===== src/rtl/mult_seq_ctrl.sv =====
// Sequential shift-add multiplier controller for MULT/MULTU. It drives an external
// 32-bit adder and owns sequencing, sign correction and carry-out reconstruction.
module mult_seq_ctrl #(
  parameter bit SIGNED_EN = 1'b1
) (
  input  logic        clk,
  input  logic        reset,
  input  logic        start,
  input  logic        is_signed,
  input  logic [31:0] op_a,
  input  logic [31:0] op_b,
  output logic [31:0] adder_a,
  output logic [31:0] adder_b,
  input  logic [31:0] adder_s,
  output logic        busy,
  output logic        done,
  output logic [31:0] hi,
  output logic [31:0] lo
);

  typedef enum logic [2:0] {
    IDLE, ABS_A, ABS_B, ITER, NEG_LO, NEG_HI, DONE
  } state_t;

  state_t      state;
  logic [31:0] mcand;
  logic [4:0]  count;
  logic        neg;
  logic        signed_op;
  logic        c_lo;
  logic        cout;
  logic        use_signed;

  assign use_signed = SIGNED_EN && is_signed;

  // The adder has no carry-out port, so recover it from the operand and sum MSBs.
  assign cout = (adder_a[31] & adder_b[31]) |
                ((adder_a[31] ^ adder_b[31]) & ~adder_s[31]);

  always_comb begin
    // NOTE: default every output first so no path through the case infers a latch.
    adder_a = '0;
    adder_b = '0;
    case (state)
      ABS_A: begin
        adder_a = mcand[31] ? ~mcand : mcand;
        adder_b = {31'b0, mcand[31]};
      end
      ABS_B: begin
        adder_a = lo[31] ? ~lo : lo;
        adder_b = {31'b0, lo[31]};
      end
      ITER: begin
        adder_a = hi;
        adder_b = lo[0] ? mcand : '0;
      end
      NEG_LO: begin
        adder_a = neg ? ~lo : lo;
        adder_b = {31'b0, neg};
      end
      NEG_HI: begin
        adder_a = neg ? ~hi : hi;
        adder_b = {31'b0, neg & c_lo};
      end
      default: ;
    endcase
  end

  // NOTE: all state updates use non-blocking assignments so every register sees
  // the pre-edge values of the others, matching real flip-flop behaviour.
  always_ff @(posedge clk or posedge reset) begin
    if (reset) begin
      state     <= IDLE;
      mcand     <= '0;
      count     <= '0;
      neg       <= 1'b0;
      signed_op <= 1'b0;
      c_lo      <= 1'b0;
      hi        <= '0;
      lo        <= '0;
      busy      <= 1'b0;
      done      <= 1'b0;
    end else begin
      done <= 1'b0;
      case (state)
        IDLE: begin
          if (start) begin
            mcand     <= op_a;
            lo        <= op_b;
            hi        <= '0;
            count     <= '0;
            c_lo      <= 1'b0;
            signed_op <= use_signed;
            neg       <= use_signed & (op_a[31] ^ op_b[31]);
            busy      <= 1'b1;
            state     <= use_signed ? ABS_A : ITER;
          end
        end
        ABS_A: begin
          mcand <= adder_s;
          state <= ABS_B;
        end
        ABS_B: begin
          lo    <= adder_s;
          count <= '0;
          state <= ITER;
        end
        ITER: begin
          // Shift the 65-bit {cout, sum, lo} right by one; the multiplier bit falls off lo[0].
          hi    <= {cout, adder_s[31:1]};
          lo    <= {adder_s[0], lo[31:1]};
          count <= count + 5'd1;
          if (count == 5'd31) begin
            if (signed_op) begin
              state <= NEG_LO;
            end else begin
              state <= DONE;
              done  <= 1'b1;
            end
          end
        end
        NEG_LO: begin
          lo    <= adder_s;
          c_lo  <= neg && (lo == '0);
          state <= NEG_HI;
        end
        NEG_HI: begin
          hi    <= adder_s;
          state <= DONE;
          done  <= 1'b1;
        end
        DONE: begin
          busy  <= 1'b0;
          state <= IDLE;
        end
        default: state <= IDLE;
      endcase
    end
  end

endmodule

===== config.mk =====
export PLATFORM = sky130hd
export DESIGN_NAME = mult_seq_ctrl
export DESIGN_NICKNAME = d
export VERILOG_FILES = /design/src/rtl/mult_seq_ctrl.sv
export SDC_FILE = /design/constraint.sdc
export NUM_CORES = 1
export LEC_CHECK = 0
export ABC_AREA = 1
export BUFFER_PORTS_ARGS = -buffer_cell sky130_fd_sc_hd__buf_2
export CAP_MARGIN = 20
export CORE_UTILIZATION = 30
export DETAILED_ROUTE_END_ITERATION = 8
export GPL_TIMING_DRIVEN = 0
export PLACE_DENSITY_LB_ADDON = 0.2
export SLEW_MARGIN = 5
export SYNTH_ARGS = -nofsm -noshare
export SYNTH_HDL_FRONTEND = slang
export SYNTH_SLANG_ARGS = --single-unit

===== constraint.sdc =====
create_clock -name clk -period 8.38 [get_ports clk]
set_clock_uncertainty 0.05 [all_clocks]
set_input_delay 0.838 -clock clk [delete_from_list [all_inputs] [get_ports clk]]
set_output_delay 0.838 -clock clk [all_outputs]
set_load 0.02 [all_outputs]

# Word-level counts from Yosys, hierarchy flattened
# Cells that the tools add are included.
# totals
word_cells	76
regBits	109
out_inout_bits	130
# op_classes
n_eq_ne	9
mux	27
n_reduce_logical	18
bitwise	11
addsub	1
# op_table
operator	count
one-hot mux 32 bit (5 select lines)	2
2-to-1 mux 32 bit	8
one-hot mux 32 bit (3 select lines)	2
NOT 32 bit	3
one-hot mux 32 bit (2 select lines)	1
zero test 32 bit	1
one-hot mux 3 bit (6 select lines)	1
AND reduction 2 bit	8
one-hot mux 5 bit (3 select lines)	1
equality test 3 bit, second input constant	3
nonzero test 3 bit	3
equality test 3 x 2 -> 1 bit, second input constant	2
2-to-1 mux 3 bit	2
one-hot mux 1 bit (2 select lines)	3
nonzero test 2 bit	3
adder 5 x 1 -> 5 bit, second input constant	1
equality test 5 bit, second input constant	1
2-to-1 mux 5 bit	1
bitwise AND 1 bit	4
2-to-1 mux 1 bit	4
2-to-1 mux 2 bit	2
!= test 2 bit, second input constant	2
equality test 3 x 1 -> 1 bit, second input constant	1
zero test 3 bit	1
5 further kinds	6

# Longest topological paths before layout
# logic_depth
depth_word	7
mapped_depth	13
depth_no_buf	11

# Least setup slack after synthesis
# Ideal clock, no wire load.
# synth_path
path_kind	register -> output
startpoint	register lo[31]
endpoint	output port adder_a[3]
stages_incl_launch_ff	9
n_path_buf	2
arrival_ns	1.606
setup_slack_ns	5.886
path_cell_list	dfrtp_1 clkbuf_1 clkbuf_1 nor2_1 nor2_1 nand2_1 nand3_1 nor2_1 nor2_1
# synth_between
elab_chain_len	2
# synth_lines
element	line_no	text
start: declaration	18	output logic [31:0] lo
start signal: assignment	89	lo <= op_b;
start signal: assignment	104	lo <= adder_s;
start signal: assignment	111	lo <= {adder_s[0], lo[31:1]};
2-to-1 mux 32 bit	50	adder_a = lo[31] ? ~lo : lo;
one-hot mux 32 bit (5 select lines)	44	case (state)
end: declaration	12	output logic [31:0] adder_a,
# No other way between the ends.

# Worst setup path in the final report
# layout_path
startpoint	register lo[31]
endpoint	output port adder_a[22]
# The elaborated chain is that of the path after synthesis.

==> run_results.csv <==
group,metric,value,unit
outcome,status,"completed",
cells_and_area,synthToLayoutAreaGrowth,22.0,%
floorplanning,die_h,174,um
clock_network,ctsHtreeMaxLevel,3,
power,internal_power,2030,uW
setup_path,cp_cell_sequence,"clkbuf_1, clkbuf_1, nor2_1, nor2_1, nand2_1, nand3_1, nor2_1, nor2_1, buf_2",
timing,rsz0062_at_grt,"no",
floorplanning,start_util,30.7,%
setup_path,worstPathArrival,2590,ps
clock_network,cts.repair.resized,0,
setup_path,reg2reg_from,"state[1]$_DFFE_PP0P_",
timing,finalWorstSetupSlack,4900,ps
clock_network,cts.sinks,109,
floorplanning,fp.dieW,174,um
yosys,netlist_top_cells_count,"477 x nand2_1, 179 x inv_1, 174 x nand3_1, 151 x nor2_1, 109 x dfrtp_1",
cells_and_area,seq_area,2730,sq um
timing,hold_viol,0,
yosys,async_flop_share,100,%
flow_run,drv_cap,0,
timing,setup_viol,0,
cells_and_area,fin_nets,1795,
floorplanning,rows,62,
power,p_sw,2840,uW
setup_path,reg2regPathDepth,12,
timing,max_freq,288,MHz
grt,met1_usage,35.1,%
yosys,synthMuxAreaShare,0,%
clock_network,clk_pin_slew,80,ps
grt,grt_use_met2,41.1,%
yosys,synth_ff_type,"dfrtp_1",
yosys,ys_ff_latch,109,
setup_path,worstPathRequired,7490,ps
grt,grt_max_degree,82,
yosys,syn_inst,1447,
power,power_frac_seq,23.0,%
power,p_clk_share,9.1,%
drt,routed_wl,39100,um
clock_network,root_buffer,"clkbuf_16",
timing,min_period,3480,ps
place,gp_congestion,0.917,
yosys,yosys.area_share.xor_xnor,5.93,%
setup_path,worstReg2RegEnd,"hi[31]$_DFFE_PP0P_",
grt,antenna_found_initial,1,
clock_network,cts_hold_buf,0,
timing,worst_slew_pin_slew,728,ps
place,io_buffers,229,
cells_and_area,drive_above_1_share,19.7,%
grt,grt_util_met3,3.48,%
floorplanning,dieArea,30200,sq um
cells_and_area,antenna-diode-count,0,
yosys,synth-compound-area-share,11.1,%
yosys,seq_area_frac_synth,30.8,%
drt,vias_per_cell,4.96,
timing,slew_violations,0,
setup_path,crit_fanout,10,
yosys,ys_types,31,
setup_path,crit_type,"register to primary output",
drt,via_count,10304,
power,p_sw_share,58.3,%
drt,dr.pass1.iters,5,
power,p_per_area,450,nW/um^2
grt,top_usage_layer,"met2",
drt,wl_per_cell,18.8,um
yosys,yosysTopAreaCellShare,30.8,%
yosys,synth_fa_ha_area_share,0.988,%
clock_network,cts_made_buffers,9,
grt,grt_pass1_wl,58600,um
floorplanning,ios,230,
floorplanning,core,28900,sq um
grt,grt-ovfl-total,0,
yosys,synth_edf_count,0,
clock_network,cts_tree,"built",
yosys,synthesis.area,8860,sq um
timing,slew_headroom,51.5,%
clock_network,postCtsSetupBuffers,0,
cells_and_area,fillers,3268,
yosys,yosysTopAreaCell,"dfrtp_1",
drt,drt.antenna.violating_nets,0,
power,p_comb_share,67.9,%
setup_path,cp-end-kind,"primary output",
setup_path,cpMostUsedCell,"nor2_1",
power,ir_drop,0.000171,V
place,place_hpwl,29700,um
place,place_ws,5380,ps
grt,grt_usage,25.7,%
drt,drc,0,
setup_path,slowest_stage,"clkbuf_1",
yosys,synth_nets,1554,
grt,grt_pass1_vias,9736,
timing,tns,0,ps
yosys,synth_top_family_by_area,"simple AND/OR/NAND/NOR gates",
clock_network,clk_latency,370,ps
setup_path,critPathMaxStageDelay,530,ps
min_path,holdCritPathClass,"primary input to async pin",
yosys,yosysMostFrequentCell,"nand2_1",
clock_network,clockBufferDepth,2,
drt,drtIter0Drc,1001,
cells_and_area,multi_input_area,4970,sq um
timing,fin_crit_sh,41.5,%
setup_path,worst-r2r-setup-slack,5670,ps
yosys,synth-simple-area-share,38.2,%
yosys,synth_area_per_cell,6.13,sq um
yosys,yosys-top-cells-area,"dfrtp_1 31%, nand2_1 20%, nand3_1 9.8%",
power,total_leakage_power,0.00628,uW
setup_path,start_kind,"register",
yosys,yosys_warnings,0,
[how the worst max path moves through the flow]
| stage | start | end | slack, ps | depth (start not counted) |
|---|---|---|---|---|
| final | lo[31]$_DFFE_PP0P_ | adder_a[22] | 4900 | 9 |
| after global routing | lo[31]$_DFFE_PP0P_ | adder_a[22] | 4780 | 9 |
| after CTS | state[2]$_DFFE_PP0P_ | adder_a[23] | 4970 | 9 |
| after detailed placement | state[2]$_DFFE_PP0P_ | adder_b[0] | 5380 | 9 |
| after global placement | reset | lo[11]$_DFFE_PP0P_ | 2850 | 2 |
| after floorplan | reset | busy$_DFFE_PP0P_ | 4620 | 1 |
[metrics by stage]
step | power [uW] | cells | area [sq um] | util, % | hold WS (ps)
4_1_cts | 4840 | 2077 | 10800 | 37.5 | 393
3_3_place_gp | 4350 | 2060 | 10500 | 36.4 | 423
3_5_place_dp | 4390 | 2061 | 10500 | 36.5 | 432
2_1_floorplan | 3220 | 1447 | 8860 | - | 406
6_report | 4870 | 2077 | 10800 | 37.5 | 384
5_1_grt | 5250 | 2077 | 10800 | 37.5 | 400
[final cells by class]
| type | count | area share [%] |
|---|---|---|
| inverter | 185 | 6.47 |
| tap | 384 | 4.44 |
| clock buffer | 11 | 2.34 |
| sequential | 109 | 25.2 |
| timing repair buffer | 230 | 10.9 |
| clock inverter | 5 | 0.324 |
| multi-input combinational | 1060 | 46.0 |
| buffer | 93 | 4.33 |
[power groups by stage]
stage	Combinational (uW)	Clock [uW]	Sequential (uW)
6_report	3310	443	1120
5_1_grt	3630	466	1150
4_1_cts	3280	449	1110
3_5_place_dp	3270	0	1120
3_3_place_gp	3240	0	1110
2_1_floorplan	2040	0	1180
[registers in the layout (all words and copies together), names as in the netlist, 3 cells and up]
register	count
count	5
lo	32
mcand	32
state	3
hi	32
[cells in the final DEF (no fill, tap or decap), types with 9 or more instances in the layout]
cell type	synthesis	final
nand2_1	477	477
xor2_1	30	30
buf_4	12	12
xnor2_1	30	30
inv_1	179	178
clkbuf_1	24	24
buf_2	52	281
nand3_1	174	174
o21ai_1	23	23
dfrtp_1	109	109
o21bai_1	32	32
o21ai_0	81	81
o22ai_1	33	33
nor2_1	151	151
clkbuf_16	0	9
[critical path, delay by kind of cell (launching register included)]
kind / cells / cell delay, ps
AND/OR/NAND/NOR: 6 / 670
flip-flops: 1 / 420
buffers and inverters: 3 / 1130
[cells by family (layout without fill, tap and decap cells)]
family,count (synthesis),count (layout)
buffers and inverters,278,524
and+or+nand+nor,822,822
DFF,109,109
xor gates and xnor gates,60,60
adders and majority gates,7,7
AOI/OAI and AO/OA,171,171
[routing by layer]
layer / vias up / part of all wire (%)
met3: 71 / 7.0
met2: 440 / 45
met4: 0 / 3.1
met1: 4825 / 45
met5: - / 0
li1: 4968 / -
Power figures use the tool's default switching activity.
